--- src/rtl/videoram_scanout_if.sv ---
// Videoram read bus between the scanout engine and the 4096x32 videoram.
//   videoram_adrr : word address driven by the scanout (master)
//   videoram_data : read data from the RAM, valid one clock after the address
// master modport : scanout side; slave modport : RAM side.
interface videoram_scanout_if;
  logic [11:0] videoram_adrr;
  logic [31:0] videoram_data;

  modport master (output videoram_adrr, input videoram_data);
  modport slave  (input videoram_adrr, output videoram_data);
endinterface

--- src/rtl/videoram_scanout.sv ---
// Read side of the videoram: 640x480@60 raster (default timing) with a 2x2 pixel
// scale, fetching 1 bpp 32-bit words (320x240 source, MSB leftmost) and driving
// RGB plus active-low syncs to the VGA DAC. Pixel tick every CLK_DIV clocks.
//
// Ports
//   clk          system clock
//   reset        synchronous, active-high
//   vram         videoram bus (master): address out, data in (1 clk latency)
//   marker_row   source row to highlight (only with SCANOUT_MARKER_EN)
//   vga_r/g/b    pixel colour, 0 outside the active area
//   vga_hs/vs    syncs, active low
//   vga_de       active-video flag
//   frame_start  1-clk pulse on the tick where the outputs show pixel (0,0)
//
// Optional feature macro: SCANOUT_MARKER_EN
//   When defined, 0-bits of source row marker_row are drawn red (scan-row
//   marker); marker_row is captured at frame start, values >= 240 disable it.
module videoram_scanout #(
  parameter int          CLK_DIV   = 2,
  parameter int          H_ACTIVE  = 640,
  parameter int          H_FP      = 16,
  parameter int          H_SYNC    = 96,
  parameter int          H_BP      = 48,
  parameter int          V_ACTIVE  = 480,
  parameter int          V_FP      = 10,
  parameter int          V_SYNC    = 2,
  parameter int          V_BP      = 33,
  parameter logic [11:0] BASE_ADDR = 12'h000,
  parameter logic [23:0] FG_COLOR  = 24'hFFFFFF,
  parameter logic [23:0] BG_COLOR  = 24'h000000
) (
  input  logic               clk,
  input  logic               reset,
  videoram_scanout_if.master vram,
`ifdef SCANOUT_MARKER_EN
  input  logic [7:0]         marker_row,
`endif
  output logic [7:0]         vga_r,
  output logic [7:0]         vga_g,
  output logic [7:0]         vga_b,
  output logic               vga_hs,
  output logic               vga_vs,
  output logic               vga_de,
  output logic               frame_start
);

  localparam int H_TOTAL = H_ACTIVE + H_FP + H_SYNC + H_BP;
  localparam int V_TOTAL = V_ACTIVE + V_FP + V_SYNC + V_BP;
  localparam int H_W     = $clog2(H_TOTAL);
  localparam int V_W     = $clog2(V_TOTAL);
  localparam int DIV_W   = (CLK_DIV > 1) ? $clog2(CLK_DIV) : 1;
  localparam int WPL     = H_ACTIVE / 64;   // source words per line
  localparam int IDX_W   = H_W - 6;

  localparam logic [DIV_W-1:0] DIV_LAST = DIV_W'(CLK_DIV - 1);
  localparam logic [H_W-1:0]   H_ACT    = H_W'(H_ACTIVE);
  localparam logic [H_W-1:0]   H_PREF   = H_W'(H_TOTAL - 8);
  localparam logic [H_W-1:0]   H_LAST   = H_W'(H_TOTAL - 1);
  localparam logic [H_W-1:0]   HS_BEG   = H_W'(H_ACTIVE + H_FP);
  localparam logic [H_W-1:0]   HS_END   = H_W'(H_ACTIVE + H_FP + H_SYNC);
  localparam logic [V_W-1:0]   V_ACT    = V_W'(V_ACTIVE);
  localparam logic [V_W-1:0]   V_LAST   = V_W'(V_TOTAL - 1);
  localparam logic [V_W-1:0]   VS_BEG   = V_W'(V_ACTIVE + V_FP);
  localparam logic [V_W-1:0]   VS_END   = V_W'(V_ACTIVE + V_FP + V_SYNC);

  // Word address of word idx on the given display line (two display lines per source line).
  function automatic logic [11:0] word_addr(input logic [V_W-1:0] line, input logic [11:0] idx);
    logic [11:0] sy;
    sy = 12'(line >> 1);
    return BASE_ADDR + sy * 12'(WPL) + idx;
  endfunction

  logic [DIV_W-1:0] r_div;
  logic [H_W-1:0]   r_h;
  logic [V_W-1:0]   r_v;
  logic [31:0]      r_cur_word;
  logic [31:0]      r_next_word;
  logic [11:0]      r_adrr;
  logic             r_rd_vld_p0;
  logic             r_rd_vld_p1;
  logic [23:0]      r_rgb;
  logic             r_hs;
  logic             r_vs;
  logic             r_de;
  logic             r_frame_start;

  logic             w_tick;
  logic             w_h_last;
  logic             w_v_last;
  logic [V_W-1:0]   w_v_next;
  logic             w_coming_act;
  logic             w_cur_act;
  logic             w_word_end;
  logic [IDX_W-1:0] w_widx;
  logic             w_more_words;
  logic             w_iss_w0;
  logic             w_iss_w1;
  logic             w_iss_nx;
  logic             w_issue;
  logic [11:0]      w_issue_addr;
  logic             w_bit;
  logic             w_de;
  logic             w_hs_n;
  logic             w_vs_n;
  logic             w_frame_tick;
  logic [23:0]      w_rgb;

  assign w_tick       = (r_div == DIV_LAST);
  assign w_h_last     = (r_h == H_LAST);
  assign w_v_last     = (r_v == V_LAST);
  assign w_v_next     = w_v_last ? '0 : r_v + 1'b1;
  // Prefetch decisions at the end of a line concern the line about to start.
  assign w_coming_act = (w_v_next < V_ACT);
  assign w_cur_act    = (r_v < V_ACT);
  // Last display pixel of a source word: sx[4:0]==31 and h[0]==1.
  assign w_word_end   = (r_h[5:0] == 6'h3F) && (r_h < H_ACT);
  assign w_widx       = r_h[H_W-1:6];
  assign w_more_words = (32'(w_widx) + 32'd2) < 32'(WPL);

  assign w_iss_w0     = w_tick && (r_h == H_PREF) && w_coming_act;
  assign w_iss_w1     = w_tick && w_h_last && w_coming_act && (WPL > 1);
  assign w_iss_nx     = w_tick && w_word_end && w_cur_act && w_more_words;
  assign w_issue      = w_iss_w0 || w_iss_w1 || w_iss_nx;

  always_comb begin
    w_issue_addr = r_adrr;
    if (w_iss_w0)      w_issue_addr = word_addr(w_v_next, 12'd0);
    else if (w_iss_w1) w_issue_addr = word_addr(w_v_next, 12'd1);
    else if (w_iss_nx) w_issue_addr = word_addr(r_v, 12'(w_widx) + 12'd2);
  end

  // Bit 31 is the leftmost pixel, so the bit index is ~sx[4:0].
  assign w_bit        = r_cur_word[~r_h[5:1]];
  assign w_de         = (r_h < H_ACT) && (r_v < V_ACT);
  assign w_hs_n       = !((r_h >= HS_BEG) && (r_h < HS_END));
  assign w_vs_n       = !((r_v >= VS_BEG) && (r_v < VS_END));
  assign w_frame_tick = w_tick && (r_h == '0) && (r_v == '0);

`ifdef SCANOUT_MARKER_EN
  localparam logic [23:0] MARK_COLOR = 24'hFF0000;

  logic [7:0] r_marker_row;
  logic [7:0] w_mrow;
  logic       w_mark_hit;

  // Pixel (0,0) is rendered on the same tick the new row is captured, so it
  // sees the incoming value directly.
  assign w_mrow     = w_frame_tick ? marker_row : r_marker_row;
  assign w_mark_hit = (w_mrow < 8'd240) && (9'(r_v >> 1) == {1'b0, w_mrow});

  always_ff @(posedge clk) begin
    if (reset)             r_marker_row <= 8'hFF;
    else if (w_frame_tick) r_marker_row <= marker_row;
  end
`endif

  always_comb begin
    w_rgb = 24'h000000;
    if (w_de) begin
      if (w_bit)           w_rgb = FG_COLOR;
`ifdef SCANOUT_MARKER_EN
      else if (w_mark_hit) w_rgb = MARK_COLOR;
`endif
      else                 w_rgb = BG_COLOR;
    end
  end

  always_ff @(posedge clk) begin
    if (reset) begin
      r_div         <= '0;
      r_h           <= H_ACT;
      r_v           <= V_LAST;
      r_cur_word    <= 32'h0;
      r_next_word   <= 32'h0;
      r_adrr        <= BASE_ADDR;
      r_rd_vld_p0   <= 1'b0;
      r_rd_vld_p1   <= 1'b0;
      r_rgb         <= 24'h000000;
      r_hs          <= 1'b1;
      r_vs          <= 1'b1;
      r_de          <= 1'b0;
      r_frame_start <= 1'b0;
    end else begin
      r_div         <= w_tick ? '0 : r_div + 1'b1;
      r_frame_start <= 1'b0;

      // Tick stage: outputs take the current counter state, counters advance.
      if (w_tick) begin
        r_rgb         <= w_rgb;
        r_hs          <= w_hs_n;
        r_vs          <= w_vs_n;
        r_de          <= w_de;
        r_frame_start <= w_frame_tick;
        if (w_h_last || w_word_end) r_cur_word <= r_next_word;
        if (w_h_last) begin
          r_h <= '0;
          r_v <= w_v_next;
        end else begin
          r_h <= r_h + 1'b1;
        end
      end

      // Fetch stage: address issued (p0), RAM latches it (p1), data captured.
      if (w_issue) r_adrr <= w_issue_addr;
      r_rd_vld_p0 <= w_issue;
      r_rd_vld_p1 <= r_rd_vld_p0;
      if (r_rd_vld_p1) r_next_word <= vram.videoram_data;
    end
  end

  assign vram.videoram_adrr = r_adrr;
  assign vga_r              = r_rgb[23:16];
  assign vga_g              = r_rgb[15:8];
  assign vga_b              = r_rgb[7:0];
  assign vga_hs             = r_hs;
  assign vga_vs             = r_vs;
  assign vga_de             = r_de;
  assign frame_start        = r_frame_start;

endmodule

--- src/flat_wrapper.sv ---
// flat-port wrapper written by rule: the top's interface ports become plain ports
module videoram_scanout_flat 
#(
  parameter int          CLK_DIV   = 2,
  parameter int          H_ACTIVE  = 640,
  parameter int          H_FP      = 16,
  parameter int          H_SYNC    = 96,
  parameter int          H_BP      = 48,
  parameter int          V_ACTIVE  = 480,
  parameter int          V_FP      = 10,
  parameter int          V_SYNC    = 2,
  parameter int          V_BP      = 33,
  parameter logic [11:0] BASE_ADDR = 12'h000,
  parameter logic [23:0] FG_COLOR  = 24'hFFFFFF,
  parameter logic [23:0] BG_COLOR  = 24'h000000
)
  (clk, reset, vga_r, vga_g, vga_b, vga_hs, vga_vs, vga_de, frame_start, vram_videoram_adrr, vram_videoram_data);
  videoram_scanout_if vram_i ();
  input  logic clk;
  input  logic reset;
  output logic [7:0] vga_r;
  output logic [7:0] vga_g;
  output logic [7:0] vga_b;
  output logic vga_hs;
  output logic vga_vs;
  output logic vga_de;
  output logic frame_start;
  output wire logic [$bits(vram_i.videoram_adrr)-1:0] vram_videoram_adrr;
  input wire logic [$bits(vram_i.videoram_data)-1:0] vram_videoram_data;
  assign vram_videoram_adrr = vram_i.videoram_adrr;
  assign vram_i.videoram_data = vram_videoram_data;
  videoram_scanout #(.CLK_DIV(CLK_DIV), .H_ACTIVE(H_ACTIVE), .H_FP(H_FP), .H_SYNC(H_SYNC), .H_BP(H_BP), .V_ACTIVE(V_ACTIVE), .V_FP(V_FP), .V_SYNC(V_SYNC), .V_BP(V_BP), .BASE_ADDR(BASE_ADDR), .FG_COLOR(FG_COLOR), .BG_COLOR(BG_COLOR)) u_core (.clk(clk), .reset(reset), .vram(vram_i), .vga_r(vga_r), .vga_g(vga_g), .vga_b(vga_b), .vga_hs(vga_hs), .vga_vs(vga_vs), .vga_de(vga_de), .frame_start(frame_start));
endmodule
--- config.mk ---
export PLATFORM = sky130hd
export DESIGN_NAME = videoram_scanout_flat
export DESIGN_NICKNAME = d
export VERILOG_FILES = /design/src/rtl/videoram_scanout_if.sv /design/src/rtl/videoram_scanout.sv /design/src/flat_wrapper.sv
export SDC_FILE = /design/constraint.sdc
export NUM_CORES = 1
export LEC_CHECK = 0
export ABC_AREA = 1
export CORE_ASPECT_RATIO = 1.5
export CORE_MARGIN = 2
export CORE_UTILIZATION = 33
export DETAILED_ROUTE_END_ITERATION = 10
export HOLD_SLACK_MARGIN = 0.08
export PLACE_DENSITY = 0.5
export SETUP_SLACK_MARGIN = 0.3
export SYNTH_ARGS = -nofsm -noshare
export SYNTH_HDL_FRONTEND = slang
export SYNTH_SLANG_ARGS = --single-unit
export TNS_END_PERCENT = 1
--- constraint.sdc ---
create_clock -name clk -period 5.84 [get_ports clk]
set_input_delay 0.584 -clock clk [delete_from_list [all_inputs] [get_ports clk]]
set_output_delay 0.584 -clock clk [all_outputs]
set_load 0.05 [all_outputs]
Word-level counts from Yosys, hierarchy flattened

Cells that the tools add are included.

Add/sub/neg operators: 7
Muxes and demuxes: 9
Reductions and logical operators: 26
Multiply operators: 2
Bitwise operators: 2
Equality and inequality tests: 4
$lt $le $gt $ge: 9

Operator list:

| cell                                                                                  | count |
|---|---|
| 24-bit two-way mux                                                                    | 2 |
| 12-bit two-way mux                                                                    | 3 |
| 32-bit by 4-bit less-than comparator with 1-bit output (second input constant)        | 1 |
| 10-bit equality test (second input constant)                                          | 3 |
| 10-bit by 9-bit less-than comparator with 1-bit output (second input constant)        | 3 |
| 9-bit by 3-bit multiplier with 11-bit output (second input constant)                  | 2 |
| 10-bit by 1-bit adder with 10-bit output (second input constant)                      | 2 |
| 10-bit logical NOT                                                                    | 2 |
| 10-bit less-than comparator (second input constant)                                   | 2 |
| 10-bit two-way mux                                                                    | 2 |
| 1-bit logical AND                                                                     | 13 |
| 12-bit by 1-bit adder with 12-bit output (second input constant)                      | 1 |
| 12-bit adder                                                                          | 1 |
| 4-bit by 2-bit adder with 5-bit output (second input constant)                        | 2 |
| 10-bit greater-or-equal comparator (second input constant)                            | 1 |
| 10-bit by 9-bit greater-or-equal comparator with 1-bit output (second input constant) | 1 |
| 6-bit equality test (second input constant)                                           | 1 |
| 5-bit by 6-bit less-than comparator with 1-bit output (second input constant)         | 1 |
| 2-bit AND reduction                                                                   | 3 |
| 1-bit binary-select mux with 5-bit select                                             | 1 |
| 5-bit inverter                                                                        | 1 |
| 2-bit OR reduction                                                                    | 2 |
| 1-bit logical OR                                                                      | 3 |
| 3-bit nonzero test                                                                    | 1 |
| other kinds (4)                                                                       | 5 |

Flip-flop bits (word level): 127
Logic and storage cells: 72
Bits of input ports: 34

Longest topological paths before layout

Depth after elaboration: 8
Gate-level depth with buffers: 18
Mapped depth without buffers: 18

Worst setup path after synthesis

OpenSTA, ideal clock, no wires.

Path type: register to register
From: register u_core.r_v[1]
To: register u_core.r_adrr[8] (netlist: u_core.vram.videoram_adrr[8])
Path slack: 3.180 ns
Library setup time: 0.134 ns
Clock period less this slack: 2.660 ns
Cell stages (with the launch flop): 18
Arrival time: 2.527 ns
Cells stage by stage: dfxtp_1 -> ha_1 -> nand3_2 -> nor2_4 -> inv_1 -> nand3_1 -> inv_1 -> ha_1 -> ha_1 -> inv_1 -> fa_1 -> inv_1 -> nand3_1 -> nand2_1 -> xnor2_1 -> o21ai_0 -> a21oi_1 -> nor2_1

Cells in the longest elaborated chain, start to end: 7

RTL lines:

| what                                                                                             | RTL line                                         | RTL |
|---|---|---|
| start: declaration                                                                               | videoram_scanout.sv:75                           | `logic [V_W-1:0] r_v;` |
| start signal: assignment                                                                         | videoram_scanout.sv:197                          | `r_v <= w_v_next;` |
| 10-bit by 1-bit adder with 10-bit output or 10-bit equality test (tied branches)                 | videoram_scanout.sv:111, videoram_scanout.sv:110 |  |
| 10-bit two-way mux *                                                                             | videoram_scanout.sv:111                          | `assign w_v_next = w_v_last ? '0 : r_v + 1'b1;` |
| net u_core.w_v_next[4]                                                                           | videoram_scanout.sv:90                           | `logic [V_W-1:0] w_v_next;` |
| parallel branches: the longest is 5 deep, another holds 12-bit by 1-bit adder with 12-bit output | --                                               |  |
| end signal: assignment                                                                           | videoram_scanout.sv:204                          | `if (w_issue) r_adrr <= w_issue_addr;` |
| end: declaration                                                                                 | videoram_scanout.sv:78                           | `logic [11:0] r_adrr;` |

Mark *: on every way through the listed nets, which the timed path passes. The select of a mux whose other input is x is not followed.
A chain may end at the register's enable or synchronous reset.

Worst setup path in the final report

From: register u_core.r_h[1]
To: register u_core.r_cur_word[28]

Cells in the longest elaborated chain, start to end: 4

RTL lines:

| what                                                               | RTL line                | RTL |
|---|---|---|
| start: declaration                                                 | videoram_scanout.sv:74  | `logic [H_W-1:0] r_h;` |
| start signal: assignment                                           | videoram_scanout.sv:199 | `r_h <= r_h + 1'b1;` |
| 10-bit less-than comparator or 6-bit equality test (tied branches) | videoram_scanout.sv:116 | `assign w_word_end = (r_h[5:0] == 6'h3F) && (r_h < H_ACT);` |
| 1-bit logical AND                                                  | videoram_scanout.sv:116 |  |
| 1-bit logical OR *                                                 | videoram_scanout.sv:194 | `if (w_h_last \|\| w_word_end) r_cur_word <= r_next_word;` |
| 2-bit AND reduction (no source line) *                             | --                      |  |
| end signal: assignment                                             | videoram_scanout.sv:194 |  |
| end: declaration                                                   | videoram_scanout.sv:76  | `logic [31:0] r_cur_word;` |

Every way passes the cells marked *; elsewhere a longest branch is shown, timed or not.

==> impl_metrics.ini <==
[cells_and_area]
drive_gt1_share_pct = 7.63
fill_cells = 1887
instances_no_fill = 1078
seq_area_um2 = 2080
final_area_um2 = 6910
multi_input_area_um2 = 3210
antennaDiodeCount = 0
finalCoreUtilization_pct = 39.6
nets = 931
synthToLayoutAreaGrowth_pct = 17.2

[power_and_ir_drop]
p_comb_share_pct = 3.7
ir_drop_uv = 184
seq_power_share_pct = 51.0
switchingPower_uw = 324
swShare_pct = 23.1
power.leakage_uw = 0.00314
p_int_uw = 1070
cellPowerDensity_nw_per_um2 = 202
clock_power_share_pct = 45.3

[routing]
wl_per_cell_um = 14.2
drt.antenna.violating_nets = 0
via_per_inst = 4.74
drt_iter0_drc = 188
drt-total-wl_mm = 15.3
drtPass1Iterations = 7
drc = 5
vias = 5107

[synthesis]
synth_warnings = 0
yosys-top-cells-count = 196 x nor2_1, 110 x nand2_1, 104 x dfxtp_1, 95 x o21ai_0, 74 x inv_1
synth_cells = 825
yosys-top-cells-area = dfxtp_1 35%, nor2_1 12%, o21ai_0 8.1%, ha_1 7.0%, nand2_1 7.0%
synthFlopType = dfxtp_1
syn_area_um2 = 5890
postSynthAreaPerCell_um2 = 7.14
yosysSeqAreaShare_pct = 35.3
synth_seq_cells = 104
yosysMostFrequentCell = nor2_1
synth_edf_count = 0
yosysTopAreaCellShare_pct = 35.3
ys_async_sr_fraction_pct = 0
synth_top_cell_by_area = dfxtp_1
syn_nets = 895
synth_cell_type_count = 52

[flow_run]
drv_cap = 0

[worst_setup_path]
crit_cells = 12
rr_worst_depth = 12
critPathBufInv = 4
worst-setup-path-type = reg2reg
arrival_ns = 3.63
slowest_stage = inv_1
r2r-end = u_core.r_cur_word[28]
reg2reg_setup_slack_ns = 2.45
cp_max_fo = 33
cp.required_ns = 6.08
cp-end-kind = flop
path_cells = ha_1 -> inv_1 -> nor2_1 -> nand2_1 -> nor2_1 -> inv_1 -> nor2_2 -> inv_1 -> nand2_1 -> inv_1 -> nor2_1 -> nor2_1
rr_startpoint = u_core.r_h[1]
cp-start-kind = flop
cpPeakStageDelay_ns = 0.73
crit_family = simple AND/OR/NAND/NOR gates

[global_routing]
antenna_found_initial = 0
overflow = 0
grt_pass1_vias = 5107
grt_pass1_wl_mm = 25.3
grt_usage_pct = 16.4
grt_max_degree = 68

[hold_path]
min_from = u_core.r_rd_vld_p0
holdCritPathClass = reg2reg
hold_depth = 2
min_to = u_core.r_rd_vld_p1

[clocking]
cts_buffers = 9
cts_resized = 0
cts_tree = done
postCtsSetupBuffers = 0
clock_latency_ns = 0.35
cts_root_buf = clkbuf_16
htree_levels = 3
cts_hold_buf = 0
cts.sinks = 104
clock_path_buffers = 2
clk_pin_slew_worst_paths_ns = 0.07

[sta]
setup_viol = 0
worst_slew_pin_slew_ns = 1.03
relSlewSlack_pct = 31.6
clock.fmax_mhz = 295
worst_slack_ns = 2.45
clock_skew_ns = 0.0106
tns_ns = 0
min_period_over_period_pct = 58.1
rsz0062_at_grt = false
finalMaxSlewViolations = 0
hold_violations = 0
period_needed_ns = 3.39

[die]
dieHeight_um = 168
rows = 59
die-area_um2 = 19000
io_pins = 74
initial_core_util_pct = 33.8
die_x_um = 113
coreArea_um2 = 17400

[placed_design]
pre_cts_slack_ns = 2.31
post-place-cells = 1063
io_buffers = 73
place_hpwl_mm = 11.4
gp_congestion = 0.854
place_area_um2 = 6600

[outcome]
violations = DRC
outcome = finished, violations left
## layer usage
metal | GRT usage, % | vias up | part of all wire (%)
li1 | - | 2731 | -
met1 | 18.6 | 2306 | 42
met2 | 32.0 | 58 | 55
met3 | 1.77 | 12 | 1.8
met4 | 4.40 | 0 | 1.4
met5 | 0 | - | 0
## worst reg2reg max path, cell delays in order, from the launching register on
cell and delay, ns:
dfxtp_1 0.71, ha_1 0.28, inv_1 0.04, nor2_1 0.09
nand2_1 0.07, nor2_1 0.09, inv_1 0.06, nor2_2 0.13
inv_1 0.08, nand2_1 0.67, inv_1 0.73, nor2_1 0.27
nor2_1 0.06
## power groups by stage
stage,sequential (µW),combinational [µW],clock [µW]
floorplan,727,23.9,0
global placement,730,52.1,0
detailed placement,730,51.9,0
CTS,713,52.1,650
global route,714,56.9,679
finish,713,51.3,634
## kinds of logic after synthesis
family                   Yosys count  share of synthesized area [%]
flip-flops                       104                           35.3
AND/OR/NAND/NOR                  385                           28.7
buffers and inverters            128                           10.2
adder cells (fa/ha/maj)           36                           8.02
AO/OA/AOI/OAI                    158                           15.7
XOR/XNOR                          14                           2.08
## flip-flops by register name (all words and copies together) (netlist names)
name and count:
u_core.r_cur_word 32, u_core.r_next_word 32, u_core.r_h 10, u_core.vram.videoram_adrr 12, u_core.r_div 1, u_core.vga_vs 1, u_core.r_v 10, u_core.r_rd_vld_p1 1
u_core.frame_start 1, u_core.r_rd_vld_p0 1, u_core.r_rgb 1, u_core.vga_hs 1, u_core.vga_de 1
## placed cells by master, fill, tap and decap left out, types with 5 or more instances in the layout
cell             instances
nor2_1                 196
nand2_1                110
dfxtp_1                104
o21ai_0                 95
inv_1                   74
clkdlybuf4s50_1         73
ha_1                    33
nand3_1                 30
a21oi_1                 19
nand2_2                 10
xor2_1                   9
clkbuf_16                9
nand4_1                  8
o21ai_1                  7
o22ai_1                  7
nor2_2                   6
nand2_4                  6
a21oi_2                  6
xnor2_1                  5
## worst max path at each step
stage                              from                      endpoint  slack, ns
final                     u_core.r_h[1]         u_core.r_cur_word[28]       2.45
after floorplan           u_core.r_v[1]  u_core.vram.videoram_adrr[8]       3.18
after global routing      u_core.r_h[1]         u_core.r_cur_word[10]       1.86
after detailed placement  u_core.r_h[1]         u_core.r_cur_word[31]       2.31
after CTS                 u_core.r_h[1]         u_core.r_cur_word[31]       2.29
after global placement    u_core.r_h[1]         u_core.r_cur_word[21]       2.49
## final cells by class
| cell class | count | area share (%) |
|---|---|---|
| tap | 213 | 3.86 |
| clock buffer | 9 | 3.26 |
| multi-input combinational | 593 | 46.5 |
| sequential | 104 | 30.1 |
| inverter | 78 | 4.31 |
| clock inverter | 6 | 1.12 |
| timing repair buffer | 75 | 10.8 |
## metrics by stage
step,hold WS (ns),power [µW]
CTS,0.416,1420
finish,0.417,1400
global placement,0.406,782
detailed placement,0.403,782
floorplan,0.388,751
global route,0.450,1450
Power figures use the tool's default switching activity.
